### config.mk
export PLATFORM = sky130hd
export DESIGN_NAME = mem_arbiter
export DESIGN_NICKNAME = d
export VERILOG_FILES = /design/src/rtl/mem_arbiter.sv
export SDC_FILE = /design/constraint.sdc
export NUM_CORES = 1
export LEC_CHECK = 0
export ABC_AREA = 1
export BUFFER_PORTS_ARGS = -buffer_cell sky130_fd_sc_hd__clkbuf_2
export CORE_ASPECT_RATIO = 1.75
export CORE_MARGIN = 3
export CORE_UTILIZATION = 45
export CTS_CLUSTER_DIAMETER = 40
export DETAILED_ROUTE_END_ITERATION = 7
export HOLD_SLACK_MARGIN = 0.1
export PLACE_DENSITY = 0.77
export SLEW_MARGIN = 20
export SYNTH_ARGS = -nofsm -noshare
export SYNTH_HDL_FRONTEND = slang
export SYNTH_SLANG_ARGS = --single-unit
### constraint.sdc
create_clock -name clk -period 4.3 [get_ports clk]
set_input_delay 0.215 -clock clk [delete_from_list [all_inputs] [get_ports clk]]
set_output_delay 0.215 -clock clk [all_outputs]
set_load 0.01 [all_outputs]
### src/rtl/mem_arbiter.sv
// mem_arbiter
//   Shares one single-ported memory between instruction fetch (read-only) and
//   the data stage (load/store). Each access is run as a req/ack transaction on
//   the memory port. Data addresses outside the text, data and stack segments
//   complete with an error and never reach memory. An access the memory does
//   not acknowledge within TIMEOUT cycles is abandoned and completes with
//   UNDEF_WORD as read data.
//
// Ports
//   clk, reset                  rising-edge clock, asynchronous active-high reset
//   if_req/if_addr              fetch request, held until if_done
//   if_rdata/if_done            fetched word, 1-cycle completion pulse
//   dm_req/dm_we/dm_addr/dm_wdata  data request, held until dm_done
//   dm_rdata/dm_done/dm_err     load data, completion pulse, error pulse
//   mem_req/mem_we/mem_addr/mem_wdata  memory request, held until mem_ack
//   mem_rdata/mem_ack           memory read data, 1-cycle acknowledge
//   stall_f/stall_m             pipeline freeze while a port waits
module mem_arbiter #(
  parameter int                DATA_W      = 32,
  parameter logic [31:0]       TEXT_BASE   = 32'h0000_0000,
  parameter logic [31:0]       TEXT_TOP    = 32'h0000_03FF,
  parameter logic [31:0]       DATA_BASE   = 32'h0000_0400,
  parameter logic [31:0]       DATA_TOP    = 32'h0000_07FF,
  parameter logic [31:0]       STACK_BASE  = 32'h007F_F000,
  parameter logic [31:0]       STACK_TOP   = 32'h007F_FFFF,
  parameter int                MAX_DSTREAK = 3,
  parameter int                TIMEOUT     = 16,
  parameter logic [DATA_W-1:0] UNDEF_WORD  = 32'hDEAD_BEEF
) (
  input  logic              clk,
  input  logic              reset,
  input  logic              if_req,
  input  logic [31:0]       if_addr,
  output logic [DATA_W-1:0] if_rdata,
  output logic              if_done,
  input  logic              dm_req,
  input  logic              dm_we,
  input  logic [31:0]       dm_addr,
  input  logic [DATA_W-1:0] dm_wdata,
  output logic [DATA_W-1:0] dm_rdata,
  output logic              dm_done,
  output logic              dm_err,
  output logic              mem_req,
  output logic              mem_we,
  output logic [31:0]       mem_addr,
  output logic [DATA_W-1:0] mem_wdata,
  input  logic [DATA_W-1:0] mem_rdata,
  input  logic              mem_ack,
  output logic              stall_f,
  output logic              stall_m
);

  localparam int            SW         = $clog2(MAX_DSTREAK + 1);
  localparam int            TW         = $clog2(TIMEOUT + 1);
  localparam logic [SW-1:0] STREAK_MAX = SW'(MAX_DSTREAK);
  localparam logic [TW-1:0] TO_LAST    = TW'(TIMEOUT - 1);

  typedef enum logic [2:0] {IDLE, BUSY_I, BUSY_D, ERR, DONE} state_t;

  state_t        state, state_n;
  logic [SW-1:0] streak;
  logic [TW-1:0] timer;
  logic          grant_d, grant_i, seg_ok, busy, finish;

  // Offset compare avoids a degenerate ">= 0" test when a segment starts at 0.
  function automatic logic in_segment(input logic [31:0] a);
    return ((a - TEXT_BASE)  <= (TEXT_TOP  - TEXT_BASE))  ||
           ((a - DATA_BASE)  <= (DATA_TOP  - DATA_BASE))  ||
           ((a - STACK_BASE) <= (STACK_TOP - STACK_BASE));
  endfunction

  function automatic logic [SW-1:0] streak_inc(input logic [SW-1:0] s);
    return (s == STREAK_MAX) ? s : s + SW'(1);
  endfunction

  assign seg_ok  = in_segment(dm_addr);
  assign busy    = (state == BUSY_I) || (state == BUSY_D);
  assign finish  = busy && (mem_ack || timer == TO_LAST);
  assign stall_f = if_req && !if_done;
  assign stall_m = dm_req && !dm_done;

  // Arbitration and next state
  always_comb begin
    state_n = state;
    grant_d = 1'b0;
    grant_i = 1'b0;
    case (state)
      IDLE: begin
        if (dm_req && (streak < STREAK_MAX || !if_req)) begin
          grant_d = 1'b1;
          state_n = seg_ok ? BUSY_D : ERR;
        end else if (if_req) begin
          grant_i = 1'b1;
          state_n = BUSY_I;
        end
      end
      BUSY_I, BUSY_D: if (finish) state_n = DONE;
      ERR:            state_n = DONE;
      DONE:           state_n = IDLE;
      default:        state_n = IDLE;
    endcase
  end

  always_ff @(posedge clk or posedge reset) begin
    if (reset) state <= IDLE;
    else       state <= state_n;
  end

  // Memory port, completion pulses and read data
  always_ff @(posedge clk or posedge reset) begin
    if (reset) begin
      streak    <= '0;
      timer     <= '0;
      mem_req   <= 1'b0;
      mem_we    <= 1'b0;
      mem_addr  <= '0;
      mem_wdata <= '0;
      if_rdata  <= '0;
      if_done   <= 1'b0;
      dm_rdata  <= '0;
      dm_done   <= 1'b0;
      dm_err    <= 1'b0;
    end else begin
      if_done <= 1'b0;
      dm_done <= 1'b0;
      dm_err  <= 1'b0;

      if (grant_d) begin
        streak <= if_req ? streak_inc(streak) : '0;
        timer  <= '0;
        // An unmapped address goes straight to ERR and never touches memory.
        if (seg_ok) begin
          mem_req   <= 1'b1;
          mem_we    <= dm_we;
          mem_addr  <= dm_addr;
          mem_wdata <= dm_wdata;
        end
      end else if (grant_i) begin
        streak    <= '0;
        timer     <= '0;
        mem_req   <= 1'b1;
        mem_we    <= 1'b0;
        mem_addr  <= if_addr;
        mem_wdata <= '0;
      end

      if (busy) begin
        timer <= timer + TW'(1);
        if (finish) begin
          mem_req <= 1'b0;
          mem_we  <= 1'b0;
          if (state == BUSY_I) begin
            if_done  <= 1'b1;
            if_rdata <= mem_ack ? mem_rdata : UNDEF_WORD;
          end else begin
            dm_done <= 1'b1;
            dm_err  <= !mem_ack;
            // A completed store leaves the load data register untouched.
            if (!mem_ack)     dm_rdata <= UNDEF_WORD;
            else if (!mem_we) dm_rdata <= mem_rdata;
          end
        end
      end

      if (state == ERR) begin
        dm_done  <= 1'b1;
        dm_err   <= 1'b1;
        dm_rdata <= UNDEF_WORD;
      end
    end
  end

endmodule

# Word level (Yosys, flattened, before mapping)
# Cells that the tools add are included.
[classes]
addsub = 4
magnitude_cmp = 4
n_eq_ne = 11
mux = 51
n_reduce_logical = 24
[op_table]
columns = ["operator", "count"]
rows = [
  ["32-bit 2-to-1 mux", 13],
  ["32-bit by 10-bit less-or-equal comparator with 1-bit output (second input constant)", 2],
  ["32-bit by 12-bit less-or-equal comparator with 1-bit output (second input constant)", 1],
  ["32-bit by 11-bit subtractor with 32-bit output (second input constant)", 1],
  ["32-bit by 23-bit subtractor with 32-bit output (second input constant)", 1],
  ["1-bit 2-to-1 mux", 27],
  ["5-bit 2-to-1 mux", 3],
  ["3-bit 2-to-1 mux", 3],
  ["3-bit one-hot mux with 3 select lines", 1],
  ["2-bit 2-to-1 mux", 4],
  ["3-bit by 2-bit == test with 1-bit output (second input constant)", 2],
  ["3-bit inequality test (second input constant)", 2],
  ["2-bit AND reduction", 3],
  ["2-bit nonzero test", 3],
  ["5-bit by 1-bit adder with 5-bit output (second input constant)", 1],
  ["5-bit by 4-bit == test with 1-bit output (second input constant)", 1],
  ["1-bit logical OR", 5],
  ["1-bit logical AND", 4],
  ["1-bit zero test", 4],
  ["2-bit by 1-bit inequality test with 1-bit output (second input constant)", 2],
  ["4-bit AND reduction", 1],
  ["3-bit by 1-bit == test with 1-bit output (second input constant)", 1],
  ["3-bit zero test", 1],
  ["3-bit by 2-bit inequality test with 1-bit output (second input constant)", 1],
  ["7 further kinds", 7],
]
[totals]
regBits = 143
inputBits = 134
output_inout_bits = 135
word_cells = 106

# Depth between registers and ports, before layout
[logic_depth]
ltp_word = 9
depth_mapped = 16
mapped_depth_nobuf = 15

# Worst setup path before layout
# OpenSTA, ideal clock, no wires.
[synth_path]
kind = "reg2reg"
from = "register timer[0]"
to = "register dm_rdata[0]"
setup_ps = 141
arrival_time_ps = 1831
required_ps = 4159
path_slack_ps = 2328
path_stages_with_launch = 12
n_path_buf = 2
synth_period_minus_slack_ps = 1972
path_cell_list = "dfrtp_1 > ha_1 > nand2_1 > nor2_1 > ha_1 > nor2_1 > nor2_1 > o211ai_2 > nand2_1 > buf_2 > buf_2 > a31oi_1"
[synth_via]
elab_chain_cells = 5
[synth_rtl]
columns = ["element", "line_no", "source"]
rows = [
  ["start, declared", "62", "logic [TW-1:0] timer;"],
  ["start signal, assigned", "148", "timer <= timer + TW'(1);"],
  ["5-bit by 4-bit == test with 1-bit output", "78", "assign finish = busy && (mem_ack || timer == TO_LAST);"],
  ["1-bit logical OR", "78", ""],
  ["1-bit logical AND", "78", ""],
  ["2-bit nonzero test (no line)", "n/a", ""],
  ["4-bit AND reduction (no line)", "n/a", ""],
  ["end signal, assigned", "160", "else if (!mem_we) dm_rdata <= mem_rdata;"],
  ["end, declared", "40", "output logic [DATA_W-1:0] dm_rdata,"],
]
# No other way between the ends.
# A chain may end at the register's enable or synchronous reset.

# Final worst setup path
[layout_path]
from = "input port dm_addr[18]"
to = "register mem_req"
[layout_via]
elab_chain_cells = 8
word_cells_on_any_way = 11
cone_classes = "add/sub: 2; order compare: 3; mux: 4; reduce/logical: 2"
[layout_rtl]
columns = ["element", "line_no", "source"]
rows = [
  ["start, declared", "38", "input logic [31:0] dm_addr,"],
  ["32-bit by 11-bit subtractor with 32-bit output", "68", "((a - DATA_BASE) <= (DATA_TOP - DATA_BASE)) ||"],
  ["32-bit by 10-bit less-or-equal comparator with 1-bit output", "68", ""],
  ["1-bit logical OR", "67", "return ((a - TEXT_BASE) <= (TEXT_TOP - TEXT_BASE)) ||"],
  ["1-bit logical OR (*)", "68", ""],
  ["1-bit 2-to-1 mux (*)", "132", "if (seg_ok) begin"],
  ["1-bit 2-to-1 mux (*)", "128", "if (grant_d) begin"],
  ["1-bit 2-to-1 mux", "149", "if (finish) begin"],
  ["1-bit 2-to-1 mux (*)", "147", "if (busy) begin"],
  ["end signal, assigned", "133", "mem_req <= 1'b1;"],
  ["end signal, assigned", "141", "mem_req <= 1'b1;"],
  ["end signal, assigned", "150", "mem_req <= 1'b0;"],
  ["end, declared", "43", "output logic mem_req,"],
]
# Every way passes the cells marked *; elsewhere a longest branch is shown, timed or not.

==> impl_metrics.ini <==
[status]
outcome = completed

[yosys]
syn-cell-area_sq_um = 6990
synth_warnings = 0
synth_enable_flop_cells = 0
avgSynthCellArea_sq_um = 8.39
synthDominantCellAreaShare_pct = 51.2
ys_seq_elements = 143
yosys-top-cells-area = sky130_fd_sc_hd__dfrtp_1 51%, sky130_fd_sc_hd__nand2_1 15%, sky130_fd_sc_hd__nand3_2 8.7%
synthesis.instances = 833
synth.lib_cells_used.distinct = 36
mappedNetlistNets = 970
synth_area_leader_cell = sky130_fd_sc_hd__dfrtp_1
ys_seq_area_share_pct = 51.2
yosys_most_used_dff = sky130_fd_sc_hd__dfrtp_1
synth-async-reset-ratio_pct = 100

[die]
die-area_sq_um = 17100
dieHeight_microns = 171
core_sq_um = 15100
rows = 59
fp.dieW_microns = 100
start_util_pct = 46.4
ioPinCount = 269

[setup_path]
critPathLaunchType = input pin
worstPathMaxFanout = 34
worstSetupPathDepth = 14
worstSetupEndpointType = register
critical_path.reg2reg.endpoint = mem_addr[9]$_DFFE_PP0P_
critical_path.cell_chain = clkbuf_2 -> nor2_1 -> nand2_1 -> nor2_1 -> nand4_1 -> nand3_1 -> nor2_1 -> nand3_2 -> nand2_2 -> nand2_4 -> buf_4 -> nand2_2 -> o21ai_0 -> inv_1
reg2reg_depth = 9
worstReg2RegStart = state[2]$_DFFE_PP0P_
worst_path_dominant_cell_family = simple AND/OR/NAND/NOR gates
slowest_delay_ps = 520
timing.critical_path.buf_inv = 3
critPathKind = in -> reg
cp_data_arrival_time_ps = 3170
setup.worst_path.start = dm_addr[18]
cp_slowest_cell = sky130_fd_sc_hd__nand2_2
reg2reg_slack_ps = 1510
critical_path_required_time_ps = 4590
critPathMostFrequentCell = sky130_fd_sc_hd__nor2_1
endpoint = mem_req$_DFF_PP0_

[sta]
worst_pin_slew_ps = 845
slew_headroom_pct = 43.7
totalNegativeSetupSlack_ps = 0
grt_setup_unrepaired = false
hold_viol = 0
setup_viol_count_final = 0
final_min_period_over_clock_period_pct = 67.0
fin_worst_hold_slack_ps = 118
slew_violations = 0
achievable-frequency_ghz = 0.347
fin_worst_skew_ps = 9.15
finalCriticalPeriod_ps = 2880

[global_route]
globalRouteOverflowTotal = 0
antenna_found_initial = 0
wire_length_of_the_first_global_routing_pass_microns = 35600
grt_start_max_net_pins = 81
grt_usage_pct = 26.0
via_count_of_the_first_global_routing_pass = 7214

[placement]
detailed_place_hpwl_microns = 15100
placed_cells = 1247
portBuffers = 268
place.gp.congestion = 0.985

[detailed_routing]
wl_met1_microns = 8110
vias = 6948
route.detailed.drc = 0
met2_wirelength_microns = 11600
viasPerCell = 5.17
maxUsedRoutingLayer = met4
drtPass1Iterations = 5
initialDrtViolationCount = 258
met3_length_microns = 1280
route.antenna.remaining_nets = 0
drt-total-wl_microns = 21900
routed_wire_length_per_instance_microns = 16.3

[job]
reported_max_cap_violation_count = 0

[worst_hold_path]
min_path_cells = 5
hold_path_class = in -> reg

[power_and_ir_drop]
p_total_mw = 5.40
powerDensity_nw_per_um2 = 560
ir_worst_vdd_mv = 0.290
power_leakage_nw = 5.16

[layout]
antenna_cells_inserted = 0
finalCoreUtilization_pct = 64.1
proportion_of_layout_cells_with_a_drive_suffix_above_1_pct = 33.3
stdcell_count = 1343
synthToLayoutAreaGrowth_pct = 38.0
nNetsFinal = 1284

[clock_tree]
cts-htree-levels = 4
cts.root.buffer_cell = sky130_fd_sc_hd__clkbuf_16
cts_repair_resize_count = 0
clock_path_buffers = 2
clock_tree_from_tritoncts = built
clk-insertion-delay-late_ps = 410
cts_buffers = 17
numClockSinks = 143
path_clk_slew_ps = 60
==> report_power, final <==
group / switching [mW] / internal, mW / total, mW
clock network: 0.599 / 0.885 / 1.48
registers: 0.277 / 1.78 / 2.06
logic: 1.14 / 0.717 / 1.86
total: 2.01 / 3.39 / 5.40
==> routing by layer <==
| layer | GRT usage (%) | vias to the layer above |
|---|---|---|
| met5 | 0 | - |
| met4 | 13.9 | 0 |
| met3 | 5.26 | 68 |
| met2 | 45.4 | 276 |
| met1 | 29.4 | 3251 |
| li1 | - | 3353 |
==> synthesized netlist by cell type (2+ instances only) <==
master                     count
sky130_fd_sc_hd__nand3_2      61
sky130_fd_sc_hd__buf_1         3
sky130_fd_sc_hd__nand2_1     279
sky130_fd_sc_hd__clkinv_1      3
sky130_fd_sc_hd__buf_2        11
sky130_fd_sc_hd__a31oi_1      24
sky130_fd_sc_hd__o31ai_1       5
sky130_fd_sc_hd__nor2_1       90
sky130_fd_sc_hd__inv_1        31
sky130_fd_sc_hd__o21ai_0      50
sky130_fd_sc_hd__ha_1          3
sky130_fd_sc_hd__buf_6         7
sky130_fd_sc_hd__nand4_1       3
sky130_fd_sc_hd__nor2_2        2
sky130_fd_sc_hd__a21oi_1       8
sky130_fd_sc_hd__buf_4         3
sky130_fd_sc_hd__dfrtp_1     143
sky130_fd_sc_hd__o22ai_1       2
sky130_fd_sc_hd__clkbuf_1     23
sky130_fd_sc_hd__nand2_2       5
sky130_fd_sc_hd__nand3_1      56
sky130_fd_sc_hd__nor3_1        4
sky130_fd_sc_hd__nor2_4        2
sky130_fd_sc_hd__a32o_1        2
sky130_fd_sc_hd__o21a_1        2
==> registers in the layout, indices dropped and copies added (netlist names) <==
register / flops
mem_addr: 32
dm_err: 1
mem_req: 1
dm_done: 1
streak: 2
if_done: 1
timer: 5
mem_we: 1
mem_wdata: 32
state: 3
if_rdata: 32
dm_rdata: 32
==> area by class of cell <==
cell class	count	area, sq um
Inverter	34	133
Multi-Input combinational cell	609	3060
Timing Repair Buffer	342	2060
Sequential cell	143	3580
Clock buffer	19	443
Tap cell	183	229
Clock inverter	13	151
Fill cell	1323	5410
==> worst min-delay path: stages <==
cell and delay [ps]:
sky130_fd_sc_hd__clkbuf_2 80, sky130_fd_sc_hd__nand2_1 40, sky130_fd_sc_hd__o21ai_0 60, sky130_fd_sc_hd__nand2_1 50
sky130_fd_sc_hd__nand2_1 50
==> cell usage in the layout, fill, tap and decap left out, types with 8 or more instances in the layout <==
| cell type | Yosys | layout |
|---|---|---|
| sky130_fd_sc_hd__nand2_1 | 279 | 278 |
| sky130_fd_sc_hd__clkbuf_2 | 0 | 268 |
| sky130_fd_sc_hd__dfrtp_1 | 143 | 143 |
| sky130_fd_sc_hd__nor2_1 | 90 | 90 |
| sky130_fd_sc_hd__dlygate4sd3_1 | 0 | 64 |
| sky130_fd_sc_hd__nand3_2 | 61 | 61 |
| sky130_fd_sc_hd__nand3_1 | 56 | 55 |
| sky130_fd_sc_hd__o21ai_0 | 50 | 50 |
| sky130_fd_sc_hd__inv_1 | 31 | 29 |
| sky130_fd_sc_hd__a31oi_1 | 24 | 24 |
| sky130_fd_sc_hd__clkbuf_16 | 0 | 17 |
| sky130_fd_sc_hd__buf_4 | 3 | 10 |
| sky130_fd_sc_hd__a21oi_1 | 8 | 8 |
==> stage by stage <==
step / area [sq um] / setup slack, ps
global placement: 8410 / 1010
finish: 9650 / 1420
global route: 9650 / 1060
detailed placement: 8410 / 999
floorplan: 6990 / 247
CTS: 9640 / 1420
==> logic make-up after synthesis <==
group	Yosys count	share of synthesized area (%)
AOI/OAI and AO/OA	97	8.02
buffers and inverters	81	5.46
adders and majority gates	3	0.537
xor gates and xnor gates	1	0.125
and+or+nand+nor	508	34.7
DFF	143	51.2
==> repair_timing <==
action,in CTS,in global routing
hold buffers,64,0
setup buffers,0,0
hold endpoints to repair,143,0
==> how the worst min path moves through the flow <==
stage | start | to | slack, ps
after floorplan | dm_wdata[0] | mem_wdata[0]$_DFFE_PP0P_ | 360
after global placement | reset | if_rdata[8]$_DFFE_PP0P_ | 390
after detailed placement | reset | mem_wdata[28]$_DFFE_PP0P_ | 390
after CTS | if_addr[19] | mem_addr[19]$_DFFE_PP0P_ | 100
after global routing | mem_rdata[2] | dm_rdata[2]$_DFFE_PP0P_ | 120
final | if_addr[19] | mem_addr[19]$_DFFE_PP0P_ | 120
(Power assumes the default switching activity.)
